===== src/rtl/mux_scan_pkg.sv =====
// Shared types and default sizing for the scanning channel mux.
// Holds the state enum and the N / W / DWELL defaults.
package mux_scan_pkg;

  typedef enum logic [1:0] {
    IDLE   = 2'd0,
    MANUAL = 2'd1,
    SCAN   = 2'd2
  } state_e;

  localparam int N_DEF     = 5;
  localparam int W_DEF     = 3;
  localparam int DWELL_DEF = 4;

endpackage


===== src/rtl/mux_scan_nw_dwell.sv =====
// Dwell counter: counts enabled cycles, pulses wrap on the last one.
// Ports: clk, rst (async high), clear, enable -> wrap.
module dwell_counter #(
  parameter int DWELL = 4
) (
  input  logic clk,
  input  logic rst,
  input  logic clear,
  input  logic enable,
  output logic wrap
);

  localparam int CW = (DWELL > 1) ? $clog2(DWELL) : 1;
  localparam logic [CW-1:0] LAST = CW'(DWELL - 1);

  logic [CW-1:0] cnt_q;
  logic [CW-1:0] cnt_d;

  // clear wins, so a wrap is never reported on a clearing cycle
  assign wrap = enable & ~clear & (cnt_q == LAST);

  always_comb begin
    cnt_d = cnt_q;
    if (clear) begin
      cnt_d = '0;
    end else if (enable) begin
      cnt_d = wrap ? '0 : cnt_q + CW'(1);
    end
  end

  always_ff @(posedge clk or posedge rst) begin
    if (rst) begin
      cnt_q <= '0;
    end else begin
      cnt_q <= cnt_d;
    end
  end

endmodule


===== src/rtl/mux_scan_nw.sv =====
// Channel mux with manual select and timed auto-scan, registered output.
// Ports: Clk, Reset, In, S, Load, Mode, Hold -> M, Sel, Valid, Err
// (+ P, even parity of M, when MUX_SCAN_PARITY_EN is defined).
module mux_scan_nw
  import mux_scan_pkg::*;
#(
  parameter int N     = N_DEF,
  parameter int W     = W_DEF,
  parameter int DWELL = DWELL_DEF,
  localparam int SW   = ($clog2(N) < 1) ? 1 : $clog2(N)
) (
  input  logic          Clk,
  input  logic          Reset,
  input  logic [N*W-1:0] In,
  input  logic [SW-1:0] S,
  input  logic          Load,
  input  logic          Mode,
  input  logic          Hold,
  output logic [W-1:0]  M,
  output logic [SW-1:0] Sel,
  output logic          Valid,
  output logic          Err
`ifdef MUX_SCAN_PARITY_EN
  ,
  output logic          P
`endif
);

  state_e        state_q, state_d;
  logic [SW-1:0] sel_q, sel_d;
  logic [W-1:0]  m_q, m_d;
  logic [W-1:0]  ch;
  logic [SW-1:0] sel_inc;
  logic          sel_ok;
  logic          hold_eff;
  logic          cnt_clr;
  logic          cnt_en;
  logic          wrap;

  assign sel_ok   = int'(sel_q) < N;
  assign hold_eff = Hold & ~Load;

  // out-of-range selects fall back to zero rather than indexing past In
  always_comb begin
    ch = '0;
    for (int k = 0; k < N; k++) begin
      if (int'(sel_q) == k) begin
        ch = In[k*W +: W];
      end
    end
  end

  assign sel_inc = (int'(sel_q) >= N - 1) ? '0 : sel_q + SW'(1);

  // counter only runs while scanning undisturbed; outside SCAN it is
  // held at zero so entering SCAN always starts a fresh dwell
  assign cnt_en  = (state_q == SCAN) & Mode & ~Load & ~Hold;
  assign cnt_clr = Load | (state_q != SCAN);

  dwell_counter #(
    .DWELL (DWELL)
  ) u_dwell (
    .clk    (Clk),
    .rst    (Reset),
    .clear  (cnt_clr),
    .enable (cnt_en),
    .wrap   (wrap)
  );

  always_comb begin
    state_d = state_q;
    sel_d   = sel_q;
    if (Load) begin
      sel_d = S;
      if (state_q == IDLE) begin
        state_d = MANUAL;
      end
    end else if (!Hold) begin
      unique case (state_q)
        IDLE: begin
          if (Mode) begin
            state_d = SCAN;
            sel_d   = '0;
          end
        end
        MANUAL: begin
          if (Mode) begin
            state_d = SCAN;
          end
        end
        SCAN: begin
          if (!Mode) begin
            state_d = MANUAL;
          end else if (wrap) begin
            sel_d = sel_inc;
          end
        end
        default: state_d = IDLE;
      endcase
    end
  end

  always_comb begin
    m_d = m_q;
    if (!hold_eff) begin
      m_d = sel_ok ? ch : '0;
    end
  end

  always_ff @(posedge Clk or posedge Reset) begin
    if (Reset) begin
      state_q <= IDLE;
      sel_q   <= '0;
      m_q     <= '0;
    end else begin
      state_q <= state_d;
      sel_q   <= sel_d;
      m_q     <= m_d;
    end
  end

  assign M     = m_q;
  assign Sel   = sel_q;
  assign Valid = (state_q != IDLE) & sel_ok;
  assign Err   = ~sel_ok;

`ifdef MUX_SCAN_PARITY_EN
  logic p_q, p_d;

  assign p_d = ^m_d;

  always_ff @(posedge Clk or posedge Reset) begin
    if (Reset) begin
      p_q <= 1'b0;
    end else begin
      p_q <= p_d;
    end
  end

  assign P = p_q;
`endif

endmodule


===== config.mk =====
export PLATFORM = sky130hd
export DESIGN_NAME = mux_scan_nw
export DESIGN_NICKNAME = d
export VERILOG_FILES = /design/src/rtl/mux_scan_pkg.sv /design/src/rtl/mux_scan_nw_dwell.sv /design/src/rtl/mux_scan_nw.sv
export SDC_FILE = /design/constraint.sdc
export NUM_CORES = 1
export LEC_CHECK = 0
export CAP_MARGIN = 10
export CORE_UTILIZATION = 42
export CTS_CLUSTER_SIZE = 40
export DETAILED_ROUTE_END_ITERATION = 8
export GPL_TIMING_DRIVEN = 0
export PLACE_DENSITY = 0.87
export SLEW_MARGIN = 20
export SYNTH_ARGS = -nofsm -noshare
export SYNTH_HDL_FRONTEND = slang
export SYNTH_SLANG_ARGS = --single-unit

===== constraint.sdc =====
create_clock -name Clk -period 2.28 [get_ports Clk]
set_clock_uncertainty 0.2 [all_clocks]
set_input_delay 0.228 -clock Clk [delete_from_list [all_inputs] [get_ports Clk]]
set_output_delay 0.228 -clock Clk [all_outputs]
set_load 0.01 [all_outputs]

==> results.toml, run 1 <==
[final_layout]
diodes = 0
final_util = 0.656
layout.nets = 146
seq_area_um2 = 250
multi_input_area_um2 = 470
n_fill_cell = 147
layout-drive-gt1-share = 0.0776
final_cell_mix = "30 x clkdlybuf4s50_1, 10 x dfrtp_1, 7 x inv_1, 7 x nor2_1, 6 x and3b_1"
mostFrequentLayoutCell = "clkdlybuf4s50_1"
syn2layout_area_growth_pct = 47.0

[worst_setup_path]
worst_r2r_endpoint = "M[0]"
worst_path_largest_cell_delay_ns = 0.55
cp_num_buf_inv = 2
cp_cell_sequence = "o21ai_2, inv_1, nor2_1, clkdlybuf4s50_1"
reg2reg_slack_ns = 0.48
crit_path_top_delay_cell = "clkdlybuf4s50_1"
worstPathRequired_ns = 1.85
timing.rr.start = "Sel[0]"
critPathMaxFanout = 7
critical_path_class = "flip-flop to primary output"
cp-end-kind = "primary output"
arrival_ns = 1.74
critPathTopFamily = "buffers and inverters"
cp-start-kind = "flip-flop"
critPathLaunch = "Sel[0]"
reg2reg_depth = 6

[placed_design]
gp_congestion = 0.754
port_buffers = 30
hpwl_um = 1480

[synth]
ys_seq_elements = 10
synth_top_area_share = 0.328
synth_top_cell_by_area = "dfrtp_1"
synth.area.top_cells = "dfrtp_1 33%, ha_1 8.2%, and3b_1 6.9%"
synthCells = 83
synthFlopType = "dfrtp_1"
synth-edff-count = 0
async_reset_ff_frac = 1.00
ys_warn_count = 0
synth_fp_nets = 111
seq_area_frac_synth = 0.328
synth_area_um2 = 762
avgSynthCellArea_um2 = 9.18
synth.distinct_cells = 28

[sta]
worst_pin_slew_ns = 0.372
finalCriticalPeriod_ns = 2.17
period_share = 0.952
timing.fmax_mhz = 461
hold_violations = 0
drv_slew = 0
finalSetupViolCount = 0
relSlewSlack = 0.751
fin_tns_setup_ns = 0
rsz0062_at_grt = "no"

[clocking]
cts.path.max_buffers = 2
post-cts-setup-buffers = 0
cts_root_buf = "clkbuf_4"
cts_buffers = 3
insertion_delay_ns = 0.27
cts.sinks = 10
htreeDepth = 1
cts_tree = "done"
clk_pin_slew_ns = 0.06

[global_route]
grt_max_degree = 11
grt_pass1_vias = 723
grt-ovfl-total = 0
grt_usage = 0.203
grt_pass1_wl_um = 2940
antenna_found_initial = 0

[run]
cap_viol_max_count = 0

[floorplan]
fp-row-count = 15
start_util = 0.446
coreArea_um2 = 1710
die_h_um = 44.6
ios = 31
die_width_um = 44.6
dieArea_um2 = 1990

[detailed_routing]
first_pass_iters = 4
via_per_inst = 5.29
vias = 746
routedWlPerCell_um = 12.9
drc_errors = 0
drt-total-wl_um = 1810
drt_iter0_markers = 25
postRouteAntennaNets = 0

[pwr]
power_density_nw_per_um2 = 524
peakVddDrop_v = 0.000431
static-leakage-power_nw = 0.510

[run_status]
outcome = "completed"

[min_path]
worstHoldPathType = "primary input to async pin"
[registers in the layout, indices dropped and copies added (netlist names)]
| register | cells |
|---|---|
| state_q | 2 |
| Sel | 3 |
| M | 3 |
| u_dwell.cnt_q | 2 |
[what timing repair did]
action                                  in CTS  in global routing
hold buffers                                 0                  0
resized for setup                            0                  1
endpoints found under the setup margin       0                  1
[stage by stage]
step | area, um2 | hold WS (ns) | worst slack, ns | power (mW) | std cells
after floorplan | 762 | -0.132 | 0.625 | 0.352 | 83
after global placement | 1090 | 0.313 | 0.286 | 0.459 | 138
after detailed placement | 1090 | 0.329 | 0.278 | 0.466 | 138
after CTS | 1120 | 0.0349 | 0.0209 | 0.591 | 141
after global routing | 1120 | 0.0999 | 0.0128 | 0.622 | 141
final | 1120 | 0.0241 | 0.109 | 0.587 | 141
[worst register-to-register path: cells and delay by family (launching register included)]
family | cells | cell delay, ns
flip-flops | 1 | 0.49
buffers and inverters | 2 | 0.29
AO/OA/AOI/OAI | 2 | 0.27
AND/OR/NAND/NOR | 1 | 0.23
adder cells (fa/ha/maj) | 1 | 0.20
[logic make-up (layout without fill, tap and decap cells)]
kind of cell,after synthesis,in the layout,synth area share
flip-flops,10,10,0.328
buffers and inverters,11,44,0.0591
AO/OA/AOI/OAI,23,23,0.228
adder cells (fa/ha/maj),5,5,0.0821
multiplexers,5,5,0.0706
AND/OR/NAND/NOR,29,29,0.232
[cells in the mapped netlist (all sizes together), types with 4 or more instances]
cell	count
nor2	7
and3b	6
a21oi	4
nand2	5
dfrtp	10
ha	5
a31oi	4
inv	7
o221ai	4
[routing by layer]
layer | GRT usage | share of wire | vias up | routed length [um]
li1 | - | - | 373 | -
met1 | 0.228 | 0.42 | 352 | 764
met2 | 0.362 | 0.52 | 19 | 938
met3 | 0.0653 | 0.052 | 2 | 95
met4 | 0.0667 | 0.0072 | 0 | 13
met5 | 0 | 0 | - | 0
[final cells by class]
class | count | share of cell area
multi-input combinational | 62 | 0.420
timing repair buffer | 30 | 0.268
sequential | 10 | 0.223
inverter | 8 | 0.0279
tap | 25 | 0.0279
clock buffer | 3 | 0.0201
buffer | 3 | 0.0123
[how the worst max path moves through the flow]
stage             end  slack, ns  cells past startpoint
3_5_place_dp   Sel[1]       0.28                      4
5_1_grt         Valid       0.01                      4
4_1_cts         Valid       0.02                      4
6_report        Valid       0.11                      4
2_1_floorplan  Sel[0]       0.63                      4
3_3_place_gp   Sel[1]       0.29                      4
[where the power goes]
group          switching (mW)  leakage [nW]  internal, mW  total (mW)
Sequential             0.0254         0.127         0.202       0.228
Clock                  0.0615        0.0138        0.0612       0.123
Combinational           0.101         0.369         0.135       0.237
Note: power is estimated with default switching activity, not from simulation.
==> run 2: changes to the inputs <==
Settings changed: TNS_END_PERCENT set to 10.
Clock period 2.28 ns to 2 ns, I/O delays scaled along.
==> run 2 against run 1 <==
Effect of this change: the run now ends with negative hold slack left; routed wire length grew 2.3%; total power is 15% higher; combinational power rose by 16%; critical path type unchanged; largest cell class unchanged.
==> results.toml, run 2 (synthesis gave the netlist of run 1 again) <==
[worst_setup_path]
crit_path_top_delay_cell = "clkdlybuf4s50_1"
critPathMaxFanout = 7
cp_cell_sequence = "o21ai_2, inv_1, clkdlybuf4s50_1"
worst_path_largest_cell_delay_ns = 0.48
critical_path_class = "flip-flop to primary output"
arrival_ns = 1.48
cp_num_buf_inv = 2
cp-end-kind = "primary output"
critPathTopFamily = "buffers and inverters"
worstPathRequired_ns = 1.60
cp-start-kind = "flip-flop"

[final_layout]
multi_input_area_um2 = 470
fin_area_um2 = 1130
layout-drive-gt1-share = 0.102
n_fill_cell = 144
mostFrequentLayoutCell = "clkdlybuf4s50_1"
layout.nets = 148
final_cell_mix = "29 x clkdlybuf4s50_1, 9 x dfrtp_1, 7 x inv_1, 7 x nor2_1, 6 x and3b_1"
syn2layout_area_growth_pct = 48.9
diodes = 0
seq_area_um2 = 251

[sta]
hold_violations = 10
relSlewSlack = 0.748
rsz0062_at_grt = "no"
finalCriticalPeriod_ns = 1.88
period_share = 0.938
finalSetupViolCount = 0
worst_pin_slew_ns = 0.378
timing.fmax_mhz = 533
fin_hold_ws_ns = -0.00187
fin_tns_setup_ns = 0
drv_slew = 0

[pwr]
power_density_nw_per_um2 = 595
static-leakage-power_nw = 0.518
peakVddDrop_v = 0.000495
p_total_uw = 675

[global_route]
use_met2 = 0.365
met3_usage = 0.0653
met1_usage = 0.228
grt-ovfl-total = 0
grt_usage = 0.204
grt_max_degree = 11
top_usage_layer = "met2"
grt_pass1_vias = 728
antenna_found_initial = 0
grt_pass1_wl_um = 2960

[floorplan]
die_h_um = 44.6
coreArea_um2 = 1710
dieArea_um2 = 1990
start_util = 0.446
fp-row-count = 15
die_width_um = 44.6
ios = 31

[placed_design]
gp_congestion = 0.754
port_buffers = 30
hpwl_um = 1480
place_area_um2 = 1090

[clocking]
cts.path.max_buffers = 2
cts_buffers = 3
insertion_delay_ns = 0.27
htreeDepth = 1
cts.sinks = 10
cts_root_buf = "clkbuf_4"
cts_tree = "done"
clk_pin_slew_ns = 0.06

[detailed_routing]
postRouteAntennaNets = 0
via_per_inst = 5.29
first_pass_iters = 4
routedWlPerCell_um = 13.0
drt-total-wl_um = 1850
drc_errors = 0
vias = 756
drt_iter0_markers = 16

[run_status]
outcome = "finished, violations left"
violations = "negative hold slack"

[run]
cap_viol_max_count = 0

[min_path]
worstHoldPathType = "primary input to async pin"
[run 2: changes by cell type in the layout (fill, tap and decap cells not counted)]
cell | before | now
dfrtp_2 | 0 | 1
buf_4 | 0 | 2
dlygate4sd2_1 | 0 | 1
clkdlybuf4s50_1 | 30 | 29
dfrtp_1 | 10 | 9
[run 2: final timing paths]
check,start,to,slack [ns],cells past startpoint
setup / recovery,Sel[0],Err,0.12,3
hold / removal,Reset,u_dwell.cnt_q[0],-0.002,2
setup reg to reg,Sel[1],M[0],0.20,7
hold reg to reg,u_dwell.cnt_q[1],u_dwell.cnt_q[1],0.35,2
max in group asynchronous,Reset,Sel[0],1.31,2
min in group Clk,u_dwell.cnt_q[1],u_dwell.cnt_q[1],0.35,2
[run 2: where the power goes]
| part | leakage [nW] | internal (mW) | total (mW) | switching (mW) |
|---|---|---|---|---|
| clock | 0.0138 | 0.0698 | 0.142 | 0.0718 |
| sequential | 0.126 | 0.231 | 0.258 | 0.0269 |
| combinational | 0.378 | 0.156 | 0.276 | 0.120 |
[run 2: worst register-to-register path, cell delays in order, from the launching register on]
cell	delay, ns
dfrtp_1	0.39
buf_4	0.16
inv_1	0.07
ha_1	0.13
clkbuf_1	0.29
and3b_1	0.22
o221ai_1	0.12
a21oi_1	0.15
[run 2: stage by stage]
stage,setup WS [ns],hold WS [ns],util,std cells
final,0.123,-0.00187,0.664,143
after global routing,0.0438,0.0718,0.664,143
after CTS,0.143,0.00685,0.664,143
after detailed placement,0.0264,0.301,0.640,138
after global placement,0.0341,0.296,0.640,138
after floorplan,0.345,-0.160,-,83
[run 2: metal layers]
layer | part of all wire | routed length (um)
met4 | 0.0070 | 13
met1 | 0.42 | 773
met2 | 0.53 | 979
met5 | 0 | 0
met3 | 0.047 | 87
[run 2: cell type report]
cell class / count / share of cell area
buffer: 3 / 0.0121
timing repair buffer: 32 / 0.277
clock buffer: 3 / 0.0198
inverter: 8 / 0.0276
tap: 25 / 0.0276
sequential: 10 / 0.222
multi-input combinational: 62 / 0.415
[run 2: timing repair]
item	CTS	global route
setup buffers	2	0
hold buffers	0	0
hold endpoints to repair	0	0
resized for setup	3	0
setup endpoints to repair	2	0
==> run 3: changes to the inputs <==
Settings changed: CORE_MARGIN set to 10.
==> run 3 against run 2 <==
Effect of this change: the flow now finishes without violations; worst hold slack improved by 0.0029 ns; register-to-register slack about the same; sequential share of layout area about the same; sequential power increased by 2%; first-iteration DRC count decreased by 25%; die area increased by 97%; count of clock-buffer cells in the layout increased by 1; final cell count decreased by 0.70%; critical path type unchanged.
==> results.toml, run 3 (synthesis gave the netlist of run 1 again) <==
[sta]
period_share = 0.953
rsz0062_at_grt = "no"
fin_tns_setup_ns = 0
worst_pin_slew_ns = 0.400
drv_slew = 0
finalCriticalPeriod_ns = 1.91
worst_slack_ns = 0.0950
hold_violations = 0
relSlewSlack = 0.733
fin_hold_ws_ns = 0.00104
timing.fmax_mhz = 525
finalSetupViolCount = 0

[clocking]
cts.path.max_buffers = 2
cts_root_buf = "clkbuf_4"
cts.sinks = 10
htreeDepth = 1
insertion_delay_ns = 0.28
post-cts-setup-buffers = 0
cts_tree = "done"
clk_pin_slew_ns = 0.06
post_cts_resized = 5
cts_buffers = 3
hold_buffers = 0

[placed_design]
dp_cells = 138
dpl_worst_slack_ns = 0.0282
gp_congestion = 0.782
port_buffers = 30
hpwl_um = 1800

[pwr]
static-leakage-power_nw = 0.515
p_total_uw = 726
power_density_nw_per_um2 = 635
peakVddDrop_v = 0.000380

[final_layout]
n_fill_cell = 146
final_cell_mix = "29 x clkdlybuf4s50_1, 8 x dfrtp_1, 7 x inv_1, 7 x nor2_1, 6 x and3b_1"
layout-drive-gt1-share = 0.103
syn2layout_area_growth_pct = 49.9
layout.nets = 146
fin_cells = 142
mostFrequentLayoutCell = "clkdlybuf4s50_1"
diodes = 0

[worst_setup_path]
critPathMaxFanout = 6
cp_cell_sequence = "o21ai_4, inv_1, clkdlybuf4s50_1"
cp_num_buf_inv = 2
worst_path_largest_cell_delay_ns = 0.48
crit_path_top_delay_cell = "clkdlybuf4s50_1"
critical_path_class = "flip-flop to primary output"
worstPathRequired_ns = 1.60
reg2reg_slack_ns = 0.20
critPathTopFamily = "buffers and inverters"
cp-end-kind = "primary output"
cp-start-kind = "flip-flop"
arrival_ns = 1.51

[min_path]
worstHoldPathType = "primary input to async pin"

[floorplan]
start_util = 0.441
ios = 31
die_width_um = 62.6
coreArea_um2 = 1730
fp-row-count = 15
die_h_um = 62.6
dieArea_um2 = 3920

[detailed_routing]
via_per_inst = 5.46
drc_errors = 0
first_pass_iters = 4
drt-total-wl_um = 2270
routedWlPerCell_um = 16.0
drt_iter0_markers = 12
postRouteAntennaNets = 0
vias = 775

[global_route]
antenna_found_initial = 0
grt-ovfl-total = 0
grt_pass1_vias = 833
grt_usage = 0.120
grt_pass1_wl_um = 3780
grt_max_degree = 11

[run_status]
outcome = "completed"

[run]
cap_viol_max_count = 0
[run 3: cell types whose count changed in the layout (fill, tap and decap cells not counted)]
cell      before  now
dfrtp_2        1    2
o21ai_4        0    1
dfrtp_1        9    8
buf_4          2    0
o21ai_2        1    0
clkbuf_8       0    1
[run 3: cell type report]
cell class	instances	area, um2	area share
multi-input cells	62	478	0.418
repair buffers	30	299	0.262
flip-flops and latches	10	253	0.221
clock buffers	4	36.3	0.0318
inverters	8	31.3	0.0274
well taps	25	31.3	0.0274
plain buffers	3	13.8	0.0120
[run 3: layer usage]
layer | vias to the layer above | GRT usage | wire, um
met4 | 0 | 0.0642 | 44
met2 | 23 | 0.212 | 1200
met1 | 373 | 0.117 | 876
li1 | 374 | - | -
met3 | 5 | 0.0502 | 146
met5 | - | 0 | 0
[run 3: final timing paths]
check                                   endpoint        startpoint  cells after the start
worst max-delay path                         Err            Sel[1]                      3
worst min-delay path            u_dwell.cnt_q[0]             Reset                      2
worst max register to register              M[2]            Sel[0]                      6
worst min register to register  u_dwell.cnt_q[1]  u_dwell.cnt_q[1]                      2
max in group asynchronous                 Sel[1]             Reset                      2
min in group Clk                u_dwell.cnt_q[1]  u_dwell.cnt_q[1]                      2
[run 3: where the power goes]
| group | leakage (nW) | switching (mW) | internal, mW | total [mW] |
|---|---|---|---|---|
| combinational | 0.369 | 0.123 | 0.153 | 0.276 |
| sequential | 0.125 | 0.0319 | 0.231 | 0.263 |
| clock | 0.0210 | 0.0757 | 0.111 | 0.187 |
| total | 0.515 | 0.231 | 0.495 | 0.726 |
[run 3: stage by stage]
step / area [um2] / util
finish: 1140 / 0.662
global route: 1140 / 0.662
global placement: 1090 / 0.633
detailed placement: 1090 / 0.633
floorplan: 762 / -
CTS: 1140 / 0.662
